===== src/rtl/video_pkg.sv =====
// Shared video constants: default 720p timing, pattern mode codes, FSM states.
package video_pkg;

  // Default 1280x720 frame timing
  localparam int DEF_H_ACTIVE = 1280;
  localparam int DEF_H_FP     = 48;
  localparam int DEF_H_SYNC   = 32;
  localparam int DEF_H_BP     = 240;
  localparam int DEF_V_ACTIVE = 720;
  localparam int DEF_V_FP     = 3;
  localparam int DEF_V_SYNC   = 5;
  localparam int DEF_V_BP     = 22;

  // Counter width; wide enough for any sane timing and for the checker bit index (up to 9)
  localparam int CNT_W = 12;

  typedef enum logic [2:0] {
    PAT_BARS  = 3'd0,
    PAT_HRAMP = 3'd1,
    PAT_VRAMP = 3'd2,
    PAT_CHECK = 3'd3,
    PAT_GRID  = 3'd4,
    PAT_SOLID = 3'd5
  } pat_mode_t;

  typedef enum logic [1:0] {
    ST_IDLE  = 2'd0,
    ST_RUN   = 2'd1,
    ST_DRAIN = 2'd2
  } state_t;

endpackage


===== src/rtl/video_timing_cnt.sv =====
// Horizontal/vertical raster counters with active/sync decode.
// Counters advance while run=1 and are held at zero otherwise.
module video_timing_cnt
  import video_pkg::*;
#(
  parameter int H_ACTIVE = DEF_H_ACTIVE,
  parameter int H_FP     = DEF_H_FP,
  parameter int H_SYNC   = DEF_H_SYNC,
  parameter int H_BP     = DEF_H_BP,
  parameter int V_ACTIVE = DEF_V_ACTIVE,
  parameter int V_FP     = DEF_V_FP,
  parameter int V_SYNC   = DEF_V_SYNC,
  parameter int V_BP     = DEF_V_BP
) (
  input  logic             clk,
  input  logic             rst,
  input  logic             run,
  output logic [CNT_W-1:0] h,
  output logic [CNT_W-1:0] v,
  output logic             dv,
  output logic             hs,
  output logic             vs,
  output logic             h_last,
  output logic             frame_last
);

  localparam int H_TOTAL = H_ACTIVE + H_FP + H_SYNC + H_BP;
  localparam int V_TOTAL = V_ACTIVE + V_FP + V_SYNC + V_BP;
  localparam logic [CNT_W-1:0] H_MAX    = CNT_W'(H_TOTAL - 1);
  localparam logic [CNT_W-1:0] V_MAX    = CNT_W'(V_TOTAL - 1);
  localparam logic [CNT_W-1:0] HS_START = CNT_W'(H_ACTIVE + H_FP);
  localparam logic [CNT_W-1:0] HS_END   = CNT_W'(H_ACTIVE + H_FP + H_SYNC);
  localparam logic [CNT_W-1:0] VS_START = CNT_W'(V_ACTIVE + V_FP);
  localparam logic [CNT_W-1:0] VS_END   = CNT_W'(V_ACTIVE + V_FP + V_SYNC);

  logic [CNT_W-1:0] h_cnt;
  logic [CNT_W-1:0] v_cnt;

  // Raster scan: h wraps every line, v steps on each h wrap and wraps at frame end
  always_ff @(posedge clk or negedge rst) begin
    if (!rst) begin
      h_cnt <= '0;
      v_cnt <= '0;
    end else if (!run) begin
      h_cnt <= '0;
      v_cnt <= '0;
    end else if (h_cnt == H_MAX) begin
      h_cnt <= '0;
      v_cnt <= (v_cnt == V_MAX) ? '0 : v_cnt + CNT_W'(1);
    end else begin
      h_cnt <= h_cnt + CNT_W'(1);
    end
  end

  assign h          = h_cnt;
  assign v          = v_cnt;
  assign h_last     = (h_cnt == H_MAX);
  assign frame_last = (h_cnt == H_MAX) && (v_cnt == V_MAX);
  assign dv         = (h_cnt < CNT_W'(H_ACTIVE)) && (v_cnt < CNT_W'(V_ACTIVE));
  assign hs         = (h_cnt >= HS_START) && (h_cnt < HS_END);
  // vs depends on v only, so its edges land where v changes, i.e. at h=0
  assign vs         = (v_cnt >= VS_START) && (v_cnt < VS_END);

endmodule


===== src/rtl/video_pattern_gen.sv =====
// Synthetic RGB video source: run/drain FSM, per-frame pattern select, registered outputs.
module video_pattern_gen
  import video_pkg::*;
#(
  parameter int H_ACTIVE = DEF_H_ACTIVE,
  parameter int H_FP     = DEF_H_FP,
  parameter int H_SYNC   = DEF_H_SYNC,
  parameter int H_BP     = DEF_H_BP,
  parameter int V_ACTIVE = DEF_V_ACTIVE,
  parameter int V_FP     = DEF_V_FP,
  parameter int V_SYNC   = DEF_V_SYNC,
  parameter int V_BP     = DEF_V_BP,
  parameter int HS_POL   = 1,
  parameter int VS_POL   = 1
) (
  input  logic       clk,
  input  logic       rst,
  input  logic       en,
  input  logic [7:0] sw,
  output logic [7:0] tx_red,
  output logic [7:0] tx_green,
  output logic [7:0] tx_blue,
  output logic       tx_dv,
  output logic       tx_hs,
  output logic       tx_vs,
  output logic       frame_start,
  output logic       busy
);

  localparam logic HS_ON = (HS_POL != 0);
  localparam logic VS_ON = (VS_POL != 0);
  localparam int   BAR_W = H_ACTIVE / 8;

  state_t           state, state_next;
  logic             running;
  logic [CNT_W-1:0] h, v;
  logic             dv, hs, vs, h_last, frame_last;
  logic             frame_first;
  logic [2:0]       mode_reg, mode_cur;
  logic [4:0]       arg_reg, arg_cur;
  logic [CNT_W-1:0] bar_px;
  logic [2:0]       bar_idx;
  logic [3:0]       chk_bit;
  logic [23:0]      rgb;

  assign running = (state != ST_IDLE);
  assign busy    = running;

  video_timing_cnt #(
    .H_ACTIVE(H_ACTIVE), .H_FP(H_FP), .H_SYNC(H_SYNC), .H_BP(H_BP),
    .V_ACTIVE(V_ACTIVE), .V_FP(V_FP), .V_SYNC(V_SYNC), .V_BP(V_BP)
  ) u_timing (
    .clk       (clk),
    .rst       (rst),
    .run       (running),
    .h         (h),
    .v         (v),
    .dv        (dv),
    .hs        (hs),
    .vs        (vs),
    .h_last    (h_last),
    .frame_last(frame_last)
  );

  // FSM state register
  always_ff @(posedge clk or negedge rst) begin
    if (!rst) state <= ST_IDLE;
    else      state <= state_next;
  end

  // Next state: stopping is deferred to the last pixel so only whole frames leave the block
  always_comb begin
    state_next = state;
    case (state)
      ST_IDLE:  if (en) state_next = ST_RUN;
      ST_RUN:   if (!en) state_next = ST_DRAIN;
      ST_DRAIN: begin
        if (en)              state_next = ST_RUN;
        else if (frame_last) state_next = ST_IDLE;
      end
      default:  state_next = ST_IDLE;
    endcase
  end

  // The first pixel of a frame already uses the fresh switch value; the rest use the latched one
  assign frame_first = running && (h == '0) && (v == '0);
  assign mode_cur    = frame_first ? sw[2:0] : mode_reg;
  assign arg_cur     = frame_first ? sw[7:3] : arg_reg;

  // Latch pattern selection once per frame
  always_ff @(posedge clk or negedge rst) begin
    if (!rst) begin
      mode_reg <= '0;
      arg_reg  <= '0;
    end else if (frame_first) begin
      mode_reg <= sw[2:0];
      arg_reg  <= sw[7:3];
    end
  end

  // Colour-bar position tracked alongside h so no divider is needed
  always_ff @(posedge clk or negedge rst) begin
    if (!rst) begin
      bar_px  <= '0;
      bar_idx <= '0;
    end else if (!running || h_last) begin
      bar_px  <= '0;
      bar_idx <= '0;
    end else if (bar_px == CNT_W'(BAR_W - 1)) begin
      bar_px <= '0;
      if (bar_idx != 3'd7) bar_idx <= bar_idx + 3'd1;
    end else begin
      bar_px <= bar_px + CNT_W'(1);
    end
  end

  assign chk_bit = {1'b0, arg_cur[2:0]} + 4'd2;

  // Pattern colour for the current counter position
  always_comb begin
    rgb = '0;
    case (mode_cur)
      // bar order white..black maps to R=~idx[1], G=~idx[2], B=~idx[0]
      PAT_BARS:  rgb = {{8{~bar_idx[1]}}, {8{~bar_idx[2]}}, {8{~bar_idx[0]}}};
      PAT_HRAMP: rgb = {3{h[7:0]}};
      PAT_VRAMP: rgb = {3{v[7:0]}};
      PAT_CHECK: rgb = {24{h[chk_bit] ^ v[chk_bit]}};
      PAT_GRID:  rgb = {24{(h[4:0] == 5'd0) && (v[4:0] == 5'd0)}};
      PAT_SOLID: rgb = {3{arg_cur, 3'b000}};
      default:   rgb = '0;
    endcase
  end

  // Output stage: one cycle behind the counters, blanked and sync-idle when not running
  always_ff @(posedge clk or negedge rst) begin
    if (!rst) begin
      {tx_red, tx_green, tx_blue} <= '0;
      tx_dv       <= 1'b0;
      tx_hs       <= ~HS_ON;
      tx_vs       <= ~VS_ON;
      frame_start <= 1'b0;
    end else if (running) begin
      {tx_red, tx_green, tx_blue} <= dv ? rgb : 24'h0;
      tx_dv       <= dv;
      tx_hs       <= hs ? HS_ON : ~HS_ON;
      tx_vs       <= vs ? VS_ON : ~VS_ON;
      frame_start <= dv && (h == '0) && (v == '0);
    end else begin
      {tx_red, tx_green, tx_blue} <= '0;
      tx_dv       <= 1'b0;
      tx_hs       <= ~HS_ON;
      tx_vs       <= ~VS_ON;
      frame_start <= 1'b0;
    end
  end

endmodule


===== config.mk =====
export PLATFORM = sky130hd
export DESIGN_NAME = video_pattern_gen
export DESIGN_NICKNAME = d
export VERILOG_FILES = /design/src/rtl/video_pkg.sv /design/src/rtl/video_timing_cnt.sv /design/src/rtl/video_pattern_gen.sv
export SDC_FILE = /design/constraint.sdc
export NUM_CORES = 1
export LEC_CHECK = 0
export ABC_AREA = 1
export BUFFER_PORTS_ARGS = -buffer_cell sky130_fd_sc_hd__buf_2
export CORE_MARGIN = 3
export CORE_UTILIZATION = 45
export CTS_CLUSTER_DIAMETER = 120
export CTS_CLUSTER_SIZE = 20
export DETAILED_ROUTE_END_ITERATION = 7
export PLACE_DENSITY_LB_ADDON = 0.25
export SYNTH_ARGS = -nofsm -noshare
export SYNTH_HDL_FRONTEND = slang
export SYNTH_SLANG_ARGS = --single-unit

===== constraint.sdc =====
create_clock -name clk -period 7.8 [get_ports clk]
set_clock_uncertainty 0.15 [all_clocks]
set_input_delay 0.39 -clock clk [delete_from_list [all_inputs] [get_ports clk]]
set_output_delay 0.39 -clock clk [all_outputs]
set_load 0.02 [all_outputs]

======== Yosys cells after proc, flatten, opt, wreduce, memory -nomap -nowiden ========
Cells that the tools add are included.
word-level totals
  bits in registers ....................... 77
  output and inout port bits .............. 29
  logic and storage cells ................. 99
operators by class
  add/sub/neg operators ................... 5
  $lt $le $gt $ge ......................... 7
  eq/ne operators ......................... 15
  multiplexer cells ....................... 32
  bitwise logic cells ..................... 4
  reductions and logical operators ........ 22
operators with widths
  operator                                                                  count
  24-bit case mux with 6 select lines                                       1
  12-bit 2-to-1 mux                                                         7
  12-bit by 1-bit adder with 12-bit output (second input constant)          3
  12-bit zero test                                                          2
  12-bit by 10-bit < comparator with 1-bit output (second input constant)   2
  12-bit by 11-bit < comparator with 1-bit output (second input constant)   2
  24-bit 2-to-1 mux                                                         1
  8-bit 2-to-1 mux                                                          3
  12-bit by 10-bit equality test with 1-bit output (second input constant)  1
  12-bit by 11-bit equality test with 1-bit output (second input constant)  1
  12-bit by 8-bit equality test with 1-bit output (second input constant)   1
  12-bit by 10-bit >= comparator with 1-bit output (second input constant)  1
  12-bit by 11-bit >= comparator with 1-bit output (second input constant)  1
  3-bit 2-to-1 mux                                                          4
  5-bit zero test                                                           2
  1-bit logical AND                                                         9
  1-bit binary-select mux with 4-bit select                                 2
  1-bit 2-to-1 mux                                                          8
  2-bit 2-to-1 mux                                                          4
  3-bit by 2-bit equality test with 1-bit output (second input constant)    2
  3-bit equality test (second input constant)                               2
  3-bit != test (second input constant)                                     2
  2-bit case mux with 3 select lines                                        1
  2-bit nonzero test                                                        3
  17 further kinds                                                          20

======== Longest topological paths before layout ========
  word-level depth ........................ 11
  depth in mapped cells ................... 23

======== Cells and area by module ========
Synthesis repeated with hierarchy kept, for this count alone.
unflattened totals
  cell total of the unflattened synthesis .. 661
  area total of the unflattened synthesis .. 4608.2 µm²
modules (own cells, without submodules)
  module             times used  cells each  area each (µm²)  sequential area each (µm²)
  video_pattern_gen  1           435         3052.9           1326.3
  video_timing_cnt   1           226         1555.2           600.6

======== Least setup slack after synthesis ========
Ideal clock, no wire load.
  kind .................................... register -> register
  start point ............................. register u_timing.v_cnt[0] (netlist: u_timing.v[0])
  end point ............................... register tx_blue[6]
  setup time .............................. 0.113 ns
  arrival ................................. 2.402 ns
  required time ........................... 7.537 ns
  setup slack ............................. 5.135 ns
  stages on the path, launching flop included .. 22
  buffers on the path ..................... 1
  period minus slack after synthesis ...... 2.665 ns
  path through ............................ dfrtp_1 > inv_1 > ha_1 > inv_1 > nor2_1 > nand3_1 > nor2_4 > nand2_4 > nand2_2 > nand2_4 > ha_1 > nor2_1 > nand3_1 > inv_1 > a21oi_2 > nand2_1 > nand2_2 > nand2_4 > buf_6 > nand4_1 > nand2_1 > inv_1
between the ends
  longest elaborated chain between the ends .. 10
ends and longest elaborated chain
  element                                    RTL line                  source
  start: declaration                         video_timing_cnt.sv:37    logic [CNT_W-1:0] v_cnt;
  start signal: assignment                   video_timing_cnt.sv:49    v_cnt <= (v_cnt == V_MAX) ? '0 : v_cnt + CNT_W'(1);
  12-bit zero test                           video_pattern_gen.sv:86   assign frame_first = running && (h == '0) && (v == '0);
  1-bit logical AND                          video_pattern_gen.sv:86
  5-bit 2-to-1 mux                           n/a
  3-bit by 2-bit adder with 4-bit output     video_pattern_gen.sv:117  assign chk_bit = {1'b0, arg_cur[2:0]} + 4'd2;
  1-bit binary-select mux with 4-bit select  video_pattern_gen.sv:127  PAT_CHECK: rgb = {24{h[chk_bit] ^ v[chk_bit]}};
  1-bit 2-to-1 mux (not written as such)     video_pattern_gen.sv:127
  1-bit bitwise XOR                          video_pattern_gen.sv:127
  24-bit case mux with 6 select lines        video_pattern_gen.sv:122  case (mode_cur)
  24-bit 2-to-1 mux *                        video_pattern_gen.sv:143  {tx_red, tx_green, tx_blue} <= dv ? rgb : 24'h0;
  8-bit 2-to-1 mux *                         video_pattern_gen.sv:142  end else if (running) begin
  end signal: assignment                     video_pattern_gen.sv:143
  end: declaration                           video_pattern_gen.sv:22   output logic [7:0] tx_blue,
Every way passes the cells marked *; elsewhere a longest branch is shown, timed or not. The select of a mux whose other input is x is not followed.
A chain may end at the register's enable or synchronous reset.

======== Final worst setup path ========
  start point ............................. register u_timing.h_cnt[0] (netlist: u_timing.h[0])
  end point ............................... register u_timing.v_cnt[10] (netlist: u_timing.v[10])
between the ends
  longest elaborated chain between the ends .. 2
ends and longest elaborated chain
  element                                             RTL line                source
  start: declaration                                  video_timing_cnt.sv:36  logic [CNT_W-1:0] h_cnt;
  start signal: assignment                            video_timing_cnt.sv:51  h_cnt <= h_cnt + CNT_W'(1);
  12-bit by 11-bit equality test with 1-bit output    video_timing_cnt.sv:47  end else if (h_cnt == H_MAX) begin
  2-bit by 1-bit != test with 1-bit output (no line)  n/a
Every way passes these cells.

==> results.cfg <==
[outcome]
status = complete, no violations

[flow_run]
drv_cap = 0

[cts]
path_clk_slew_ps = 80
cts_max_path_buffers = 2
root_buffer = clkbuf_8
cts.sinks = 77
tritoncts = done
ctsHoldBuffers = 0
clk_latency_ps = 350
cts_max_level = 3
post_cts_buffers = 0
numCtsBuffers = 9
cts-resized-gates = 0

[yosys]
synth_cell_types = 38
syn_nets = 588
ys_warn_count = 0
syn_avg_cell_area_um2 = 7.591
ys_seq_area_share_pct = 44.69
synthCells = 568
ys_ff_latch = 77
netlist_area_um2 = 4312

[sta]
finalHoldViolCount = 0
period_share_pct = 41.65
timing.hold.ws_ps = 27.45
setup_ws_ps = 4551
fmax_mhz = 307.8
slew_violations = 0
slew_headroom_pct = 36.49
worst_pin_slew_ps = 952.6
period_needed_ps = 3249
rsz0062_at_grt = no
tns_ps = 0
setup_viol = 0

[detailed_routing]
drt_iter0_drc = 257
drc = 0
wl_per_cell_um = 13.05
totalWireLength_mm = 9.668
drt_first_pass_iters = 7
detail-route-antenna-nets = 0
vias = 3756
viasPerCell = 5.069

[worst_setup_path]
r2r-start = u_timing.h[0]
cp_slowest_cell = nand2_1
critPathCaptureType = flip-flop
worst_ep_arrival_time_ps = 3360
crit_path_start_kind = flip-flop
path_cells = ha_1, nand2_1, nor2_1, inv_1, nor3_1, nand4_1, nand2_1, inv_1, nor3_2, nand3_1, or2_2, a221oi_1
critPathKind = flip-flop to flip-flop
cpPeakStageDelay_ps = 540
rr_worst_depth = 12
required_ps = 7910
regToRegEndpoint = u_timing.v[10]
crit_fanout = 23
reg2reg_slack_ps = 4550
crit_path_start = u_timing.h[0]
cp-endpoint = u_timing.v[10]

[floorplan]
die_h_um = 103.9
top_level_ports = 40
die_w_um = 103.9
dieArea_um2 = 10790
rows = 35
core_area_um2 = 9284
initial_core_util_pct = 46.44

[placement]
pre_cts_ws_ps = 4572
gp_congestion = 0.9112
port_buffers = 39
dp_cells = 725
hpwl_mm = 7.224

[pwr]
p_leak_nw = 2.629
powerDensity_nw_per_um2 = 313.5
peakVddDrop_uv = 134.6
power.total_mw = 1.511

[finish]
nets = 627
instances_no_fill = 741
synthToLayoutAreaGrowth_pct = 11.78
drive_gt1_share_pct = 14.22
nFillCells = 940
layout_commonest_cell = nand2_1
final_cell_mix = nand2_1 (119), inv_1 (92), nor2_1 (86), dfrtp_1 (77), buf_2 (38)
n_antenna_cell = 0

[global_route]
antenna_found_initial = 0
grt_pass1_vias = 3520
grt_pass1_wl_mm = 16.54
grt-ovfl-total = 0
gr-usage-all-layers_pct = 18.72
grt_max_degree = 78

[hold_path]
hp-class = input pin to asynchronous set/reset pin
[report_power, final]
part	internal, mW	switching (mW)	total (mW)
combinational	0.211	0.443	0.654
sequential	0.465	0.0317	0.497
clock	0.213	0.147	0.360
total	0.889	0.622	1.51
[worst min path at each step]
stage             endpoint  depth (start not counted)  slack [ps]       start
6_report       frame_start                          1          30         rst
5_1_grt           state[1]                          2          70          en
4_1_cts        frame_start                          1          60         rst
3_5_place_dp    arg_reg[3]                          2         320  arg_reg[3]
3_3_place_gp     bar_px[0]                          1         300   bar_px[0]
2_1_floorplan   arg_reg[0]                          0         -60         rst
[area by class of cell]
| type | count | area [µm²] | share of cell area, % |
|---|---|---|---|
| inverter | 98 | 367.9 | 7.632 |
| clock buffer | 10 | 127.6 | 2.648 |
| timing repair buffer | 39 | 197.7 | 4.102 |
| clock inverter | 6 | 111.4 | 2.310 |
| tap | 129 | 161.4 | 3.349 |
| sequential | 77 | 1927 | 39.98 |
| multi-input combinational | 382 | 1927 | 39.98 |
[cell usage after synthesis]
cell       instances  area share (%)
buf_6              6             1.6
nand2_2            9             1.3
nor4_1             5            0.73
inv_1             92             8.0
nor3_1            15             1.7
dfrtp_1           77              45
nand2_4            3            0.78
o31ai_1            2            0.35
clkbuf_1           2            0.17
nand2_1          119              10
nand3_1           32             3.7
o21ai_0           13             1.5
a21oi_2            1            0.20
a31oi_1            1            0.15
nor2_2             3            0.44
nor3b_1            2            0.35
xor2_1             5             1.0
and3_1             1            0.15
o211ai_1           1            0.17
inv_2              6            0.52
ha_1               9             2.6
a311oi_1           1            0.20
a221oi_1           1            0.20
o21ai_2            1            0.20
nor2_1            86             7.5
nor2_4             4             1.0
o2111ai_1          1            0.20
or2_2              2            0.29
a32oi_1            1            0.20
a211oi_1           4            0.70
nand3_2            2            0.46
nor3_2             2            0.46
a21oi_1           21             2.4
xnor2_1            2            0.41
buf_2              3            0.35
o21a_1             1            0.17
o22ai_1            2            0.29
nand4_1           30             4.4
[cell families (layout without fill, tap and decap cells)]
group	count (synthesis)	after routing	share of synthesized area, %
compound gates	51	51	6.994
xor+xnor	7	7	1.422
fa+ha+maj	9	9	2.612
buf+inv	109	153	10.62
flops	77	77	44.69
simple gates	315	315	33.66
[through the flow]
step / util (%) / area (µm²)
floorplan: - / 4312
detailed placement: 49.34 / 4581
finish: 51.91 / 4820
global placement: 49.34 / 4581
CTS: 51.91 / 4820
global route: 51.91 / 4820
[worst max-delay path, delay by kind of cell, from the launching register on]
kind / cells / cell delay [ps]
compound gates: 1 / 230
fa+ha+maj: 1 / 210
simple gates: 8 / 1760
flops: 1 / 410
buf+inv: 2 / 400
[metal layers]
metal  vias to the layer above  global-route usage, %  wire length [µm]
met3                        22                  4.035               563
met1                      1714                  24.24              4337
met4                         0                  7.028               248
met5                         -                      0                 0
li1                       1900                      -                 -
met2                       120                  30.87              4518
No activity file was read; power rests on OpenSTA's default activity.
